--- config.mk ---
export PLATFORM = sky130hd
export DESIGN_NAME = param_stream_loader
export DESIGN_NICKNAME = d
export VERILOG_FILES = /design/src/rtl/param_stream_loader.sv
export SDC_FILE = /design/constraint.sdc
export NUM_CORES = 1
export LEC_CHECK = 0
export CORE_ASPECT_RATIO = 0.8
export CORE_MARGIN = 5
export CORE_UTILIZATION = 52
export DETAILED_ROUTE_END_ITERATION = 7
export PLACE_DENSITY = 0.76
export SETUP_SLACK_MARGIN = 0.5
export SLEW_MARGIN = 20
export SYNTH_ARGS = -nofsm -noshare
export SYNTH_HDL_FRONTEND = slang
export SYNTH_SLANG_ARGS = --single-unit
--- constraint.sdc ---
create_clock -name clk -period 5.5 [get_ports clk]
set_clock_uncertainty 0.1 [all_clocks]
set_input_delay 1.1 -clock clk [delete_from_list [all_inputs] [get_ports clk]]
set_output_delay 1.1 -clock clk [all_outputs]
set_load 0.01 [all_outputs]
--- src/rtl/param_stream_loader.sv ---
// param_stream_loader: streams ROWS x COLS parameter words, row-major, into a register matrix
//   and serves registered random reads from it.
// Ports: clk, reset (async, active high); start/abort control the load;
//   load_valid/load_data/load_ready form the word stream; busy/done report load status;
//   rd_en/rd_row/rd_col -> rd_data/rd_valid one cycle later; cksum is the load checksum.
// Latency: an accepted word lands in storage on the next edge. A read returns one cycle after rd_en.
// Backpressure: load_ready is high only while loading. Words offered at any other time are dropped.
// Optional feature: define PARAM_LOADER_CKSUM_EN for a running XOR checksum. Otherwise cksum is tied to 0.
module param_stream_loader #(
    parameter  int DATA_W = 16,
    parameter  int ROWS   = 2,
    parameter  int COLS   = 4,
    localparam int RW     = (ROWS > 1) ? $clog2(ROWS) : 1,
    localparam int CW     = (COLS > 1) ? $clog2(COLS) : 1
) (
    input  logic              clk,
    input  logic              reset,
    input  logic              start,
    input  logic              abort,
    input  logic              load_valid,
    input  logic [DATA_W-1:0] load_data,
    output logic              load_ready,
    output logic              busy,
    output logic              done,
    input  logic              rd_en,
    input  logic [RW-1:0]     rd_row,
    input  logic [CW-1:0]     rd_col,
    output logic [DATA_W-1:0] rd_data,
    output logic              rd_valid,
    output logic [DATA_W-1:0] cksum
);

    typedef enum logic [1:0] {
        IDLE = 2'd0,
        LOAD = 2'd1,
        DONE = 2'd2
    } state_t;

    localparam logic [RW-1:0] ROW_LAST = RW'(ROWS - 1);
    localparam logic [CW-1:0] COL_LAST = CW'(COLS - 1);
    // Limits are one bit wider than the index so that non-power-of-two sizes compare correctly.
    localparam logic [RW:0]   ROWS_LIM = (RW + 1)'(ROWS);
    localparam logic [CW:0]   COLS_LIM = (CW + 1)'(COLS);

    state_t            state_q, state_d;
    logic [RW-1:0]     row_q, row_d;
    logic [CW-1:0]     col_q, col_d;
    logic [DATA_W-1:0] mem_q [ROWS][COLS];
    logic [DATA_W-1:0] rd_data_q;
    logic              rd_valid_q;
    logic              accept;
    logic              rd_in_range;

    // FSM state and write pointers
    always_ff @(posedge clk or posedge reset) begin
        if (reset) begin
            state_q <= IDLE;
            row_q   <= '0;
            col_q   <= '0;
        end else begin
            state_q <= state_d;
            row_q   <= row_d;
            col_q   <= col_d;
        end
    end

    always_comb begin
        state_d = state_q;
        row_d   = row_q;
        col_d   = col_q;
        accept  = 1'b0;
        case (state_q)
            IDLE: begin
                if (start) begin
                    state_d = LOAD;
                    row_d   = '0;
                    col_d   = '0;
                end
            end
            LOAD: begin
                // abort wins over a word presented in the same cycle; that word is dropped
                if (abort) begin
                    state_d = IDLE;
                end else if (load_valid) begin
                    accept = 1'b1;
                    if (col_q == COL_LAST) begin
                        col_d = '0;
                        row_d = row_q + 1'b1;
                    end else begin
                        col_d = col_q + 1'b1;
                    end
                    if ((row_q == ROW_LAST) && (col_q == COL_LAST)) begin
                        state_d = DONE;
                    end
                end
            end
            DONE: begin
                state_d = IDLE;
            end
            default: begin
                state_d = IDLE;
            end
        endcase
    end

    assign load_ready = (state_q == LOAD);
    assign busy       = (state_q == LOAD);
    assign done       = (state_q == DONE);

    // Storage: cleared by reset, written one word per accepted beat
    always_ff @(posedge clk or posedge reset) begin
        if (reset) begin
            for (int r = 0; r < ROWS; r++) begin
                for (int c = 0; c < COLS; c++) begin
                    mem_q[r][c] <= '0;
                end
            end
        end else if (accept) begin
            mem_q[row_q][col_q] <= load_data;
        end
    end

    // Registered read. The storage is sampled before this edge's write lands, so a
    // same-address read and write return the old word.
    assign rd_in_range = ({1'b0, rd_row} < ROWS_LIM) && ({1'b0, rd_col} < COLS_LIM);

    always_ff @(posedge clk or posedge reset) begin
        if (reset) begin
            rd_data_q  <= '0;
            rd_valid_q <= 1'b0;
        end else begin
            rd_valid_q <= rd_en;
            if (rd_en) begin
                rd_data_q <= rd_in_range ? mem_q[rd_row][rd_col] : '0;
            end
        end
    end

    assign rd_data  = rd_data_q;
    assign rd_valid = rd_valid_q;

`ifdef PARAM_LOADER_CKSUM_EN
    logic [DATA_W-1:0] cksum_q;

    // Running XOR of the words accepted since the last start. The value is held after the load ends.
    always_ff @(posedge clk or posedge reset) begin
        if (reset) begin
            cksum_q <= '0;
        end else if ((state_q == IDLE) && start) begin
            cksum_q <= '0;
        end else if (accept) begin
            cksum_q <= cksum_q ^ load_data;
        end
    end

    assign cksum = cksum_q;
`else
    assign cksum = '0;
`endif

endmodule

Word-level counts from Yosys, hierarchy flattened
Index checks and enable logic that the tools add are counted.
{"block": "word_totals", "regBits": 150, "input_bits": 25}
{"block": "classes", "add_sub_neg": 2, "order_cmp": 6, "n_eq_ne": 9, "n_mux": 29, "bitwise_logic": 4, "reduce_logical": 8}
{"cell": "$mux W64", "count": 4}
{"cell": "$bwmux W128", "count": 1}
{"cell": "$demux W64 S1", "count": 1}
{"cell": "$mux W16", "count": 3}
{"cell": "$bmux W16 S2", "count": 1}
{"cell": "$demux W16 S2", "count": 1}
{"cell": "$mux W2", "count": 8}
{"cell": "$pmux W2 S2", "count": 2}
{"cell": "$mux W1", "count": 7}
{"cell": "$ge A3 B3 Y1 const B", "count": 2}
{"cell": "$ne A2 B2 Y1 const B", "count": 3}
{"cell": "$not A2 Y3", "count": 2}
{"cell": "$reduce_and A5 Y1", "count": 1}
{"cell": "$eq A2 B2 Y1 const B", "count": 2}
{"cell": "$ge A2 B2 Y1 const B", "count": 2}
{"cell": "$not A1 Y2", "count": 2}
{"cell": "$reduce_and A4 Y1", "count": 1}
{"cell": "$logic_and A1 B1 Y1", "count": 3}
{"cell": "$lt A3 B1 Y1 const B", "count": 1}
{"cell": "$ne A3 B2 Y1 const B", "count": 1}
{"cell": "$ne A3 B3 Y1 const B", "count": 1}
{"cell": "$reduce_and A3 Y1", "count": 1}
{"cell": "$add A2 B1 Y2 const B", "count": 1}
{"cell": "$eq A2 B1 Y1 const B", "count": 1}
{"cell": "6 further kinds", "count": 6}

Logic depth before layout (Yosys ltp)
{"block": "depth", "word_depth": 8, "depth_mapped": 6}

Least setup slack after synthesis
No wires, ideal clock.
{"block": "synth_path", "kind": "input-to-reg", "start": "in rd_col[0]", "end": "reg rd_data_q[0], in the netlist rd_data[0]", "setup_time_ps": 120, "arrival_time_ps": 2176, "slack_ps": 3104, "cell_stages": 6, "path_buffers": 3, "path_cell_list": "buf_2 nand2b_1 clkbuf_1 buf_2 a211o_1 a41o_1"}
{"block": "synth_via", "elab_chain_len": 4}
{"item": "from (decl)", "line_no": "27", "rtl": "input logic [CW-1:0] rd_col,"}
{"item": "$not A2 Y3 (implied by the code)", "line_no": "134", "rtl": "rd_data_q <= rd_in_range ? mem_q[rd_row][rd_col] : '0;"}
{"item": "$bmux W16 S2", "line_no": "134"}
{"item": "$mux W16 (implied by the code) (2 in a row)", "line_no": "134"}
{"item": "to (signal assigned)", "line_no": "134"}
{"item": "to (decl)", "line_no": "49", "rtl": "logic [DATA_W-1:0] rd_data_q;"}
Every way passes these cells. The select of a mux whose other input is x is not followed.
A chain may end at the register's enable or synchronous reset.

Worst setup path after layout
{"block": "layout_path", "start": "in rd_col[1]", "end": "reg rd_data_q[6], in the netlist rd_data[6]"}
Same word-level chain as after synthesis.

==> results by stage <==
Timing:
- Across all hold checks on the routed design, the worst slack comes to 404 ps.
- The ratio of final minimum period to clock period is 0.620.
- The worst pin sits at a relative slew slack of 0.359.
- The minimum clock period is 3410 ps.
- The minimum setup slack in the final design is 2090 ps.
- The maximum clock rate is 293 MHz.
- The hold violation total from the final report is 0.
- The number of setup violations in the final report is 0.
- The slew at the pin closest to its max-slew limit is 958 ps.
- Setup repair after global routing left no endpoint under its margin.
- Summed over all failing endpoints, the final setup total negative slack is 0 ps.
- The final count of pins violating max slew was 0.

Logic synthesis:
- Synthesis produced a netlist whose cell count is 507.
- The most area-hungry cell type in the Yosys netlist is sky130_fd_sc_hd__dfrtp_1.
- The average instance in the mapped netlist occupies 14.5 µm².
- The synthesized netlist occupies a cell area of 0.00734 mm².
- The share of the Yosys chip area taken by registers is 0.511.
- The number of synthesized register bits is 150.
- The number of different library cells in the post-synthesis netlist is 26.
- By area the synthesized netlist is led by sky130_fd_sc_hd__dfrtp_1, sky130_fd_sc_hd__mux2_4, sky130_fd_sc_hd__mux2_2.
- The share of synthesized area in the top cell type comes to 0.511.
- Yosys printed 0 warnings.

Floorplan:
- The floorplan die width is 143 µm.
- The starting density of the core is 0.536.
- The number of standard-cell rows in the floorplan is 38.
- The I/O pin total is 61.
- The area enclosed by the die boundary is 0.0166 mm².
- From bottom edge to top edge, the die measures 116 µm.
- The floorplan step defined a core boundary enclosing 0.0137 mm².

Clocking:
- The quantity of hold-fixing buffers added after cts is 0.
- In this run the post-CTS setup repair buffer count came out at 0.
- The tree is rooted in a sky130_fd_sc_hd__clkbuf_16.
- The TritonCTS buffer count is 17.
- The clock drives 150 sinks.
- TritonCTS built the clock tree.
- The clock latency reported for the late side of the worst-skew pair is 420 ps.
- The number of buffers between clock root and the deepest sink is 2.
- The post-cts sizing count is 0.
- The maximum level of the CTS H-tree is 4.
- The clock-pin slew on the worst setup and hold paths is 60 ps.

Power:
- Summed over all cells, the static leakage comes to 4.20 nW.
- Dividing total power by cell area gives a power density of 414 mW/mm².
- Total power for the finished layout comes to 3.45 mW.
- The peak supply drop is 223 µV.

Setup path:
- Measured in cells, the most critical reg-to-reg path has a length of 3.
- The critical path is of the in2reg type.
- The category of the worst setup path launch point is a primary input.
- STA puts the critical path data arrival time at 3610 ps.
- The element type at the critical path end is a flop.
- In this run the worst path has a maximum fanout of 19.
- Data on the critical path is required at its endpoint by 5690 ps.

Placed design:
- The placement-stage cell area is 0.00779 mm².
- The placed instance count is 703.
- The estimated wirelength of the detail-placed design is 8920 µm.
- The post-place setup slack is 1730 ps.
- The global placer's final weighted congestion is 0.755.
- The number of port buffers is 44.

Routing:
- The total wirelength of the detailed-routed design is 15,200 µm.
- The number of iterations in the first detailed-routing pass is 4.
- The via-per-instance ratio is 5.67.
- The via count of the routed design is 4,164.
- In the routed design, unresolved DRC markers number 0.
- Dividing the detail-routed wire length by the instance count gives 20.6 µm.
- The detailed router finished its first iteration with 270 violations.
- The count of antenna-violating nets left after detailed routing is 0.

Flow run:
- Across the run, the number of max-cap violations was 0.

Finish:
- In the final layout, the share of cells above drive strength 1 is 0.315.
- The final layout contains 571 nets.
- Leaving out filler cells and counting taps, the final layout contains 735.
- The layout-stage area growth over the synthesis result is 13.5%.
- The number of fillers in the final layout is 1,070.
- The number of antenna repair diodes is 0.
- The final instance area is 0.00833 mm².
- Measured on the finished design, the core utilization comes to 0.608.

Min path:
- Counting instances, the worst hold path has a depth of 1.
- The path category of the worst min-delay check is reg2reg.

Global routing:
- The global-route wire length before repair is 24,900 µm.
- The overflow left after global routing is 0.
- The via count of the first global-routing pass is 4,498.
- The pin count of the biggest net entering global routing is 98.
- In the global route stage, overall resource usage came out at 0.193.
- The initial antenna violation count is 0.

Status:
- The run finished with clean final reports.
## final cells by class
cell class	count	area, µm²	area share
flip-flops and latches	150	3750	0.451
multi-input cells	318	3290	0.395
repair buffers	49	500	0.0601
clock buffers	20	457	0.0548
well taps	180	225	0.0270
clock inverters	12	80.1	0.00961
inverters	6	26.3	0.00315
## placed cells by master, fill, tap and decap left out, drive strengths merged, types with 2 or more instances in the layout
cell type,count
nand2b,2
nand3b,2
dfrtp,150
clkbuf,20
clkinvlp,3
buf,6
mux2,128
mux2i,50
clkdlybuf4s50,43
a22oi,16
ha,4
a211o,16
conb,16
nor2b,34
clkinv,9
nand3,26
a21oi,2
a41o,16
inv,6
## worst paths after layout
| kind | endpoint | slack (ps) | startpoint |
|---|---|---|---|
| worst min-delay path | mem_q[123] | 400 | mem_q[123] |
| worst max-delay path | rd_data[6] | 2090 | rd_col[1] |
| worst max register to register | mem_q[32] | 3090 | state_q[1] |
| max in group asynchronous | mem_q[80] | 3380 | reset |
| min in group asynchronous | mem_q[39] | 1010 | reset |
| worst min register to register | mem_q[123] | 400 | mem_q[123] |
## synthesized netlist by cell type (all sizes together)
cell type	instances
clkbuf	9
conb	1
nand3b	2
ha	4
inv	6
nand2b	2
and4bb	1
mux2i	50
nand3	26
nor2	1
a221oi	1
buf	39
and2b	1
nand2	1
dfrtp	150
a41o	16
o21ai	1
nor2b	34
mux2	128
a22oi	16
a211o	16
a21oi	2
## critical path: stages
cell	delay (ps)
sky130_fd_sc_hd__clkdlybuf4s50_1	1050
sky130_fd_sc_hd__nand2b_1	710
sky130_fd_sc_hd__a211o_1	480
sky130_fd_sc_hd__a41o_1	260
## flip-flops by register name, indices dropped and copies added, names as in the netlist
name      cells
col_q         2
mem_q       128
rd_valid      1
row_q         1
state_q       2
rd_data      16
## power by group
group	leakage (nW)	switching [mW]	internal, mW	total (mW)
logic	1.97	0.297	0.512	0.808
registers	1.97	0.174	1.41	1.59
clock network	0.266	0.453	0.599	1.05
## cell families after synthesis
group                      Yosys count  share of synthesized area
AOI/OAI and AO/OA                   52                     0.0605
adders and majority gates            4                    0.00682
buffers and inverters               54                     0.0487
DFF                                150                      0.511
muxes                              178                      0.304
other                                1                   0.000511
and+or+nand+nor                     68                     0.0678
## routing by layer
layer,routed length [µm],track usage
met1,7190,0.267
met4,180,0.0538
met5,0,0
met3,464,0.0348
met2,7340,0.317
Power figures use the tool's default switching activity.
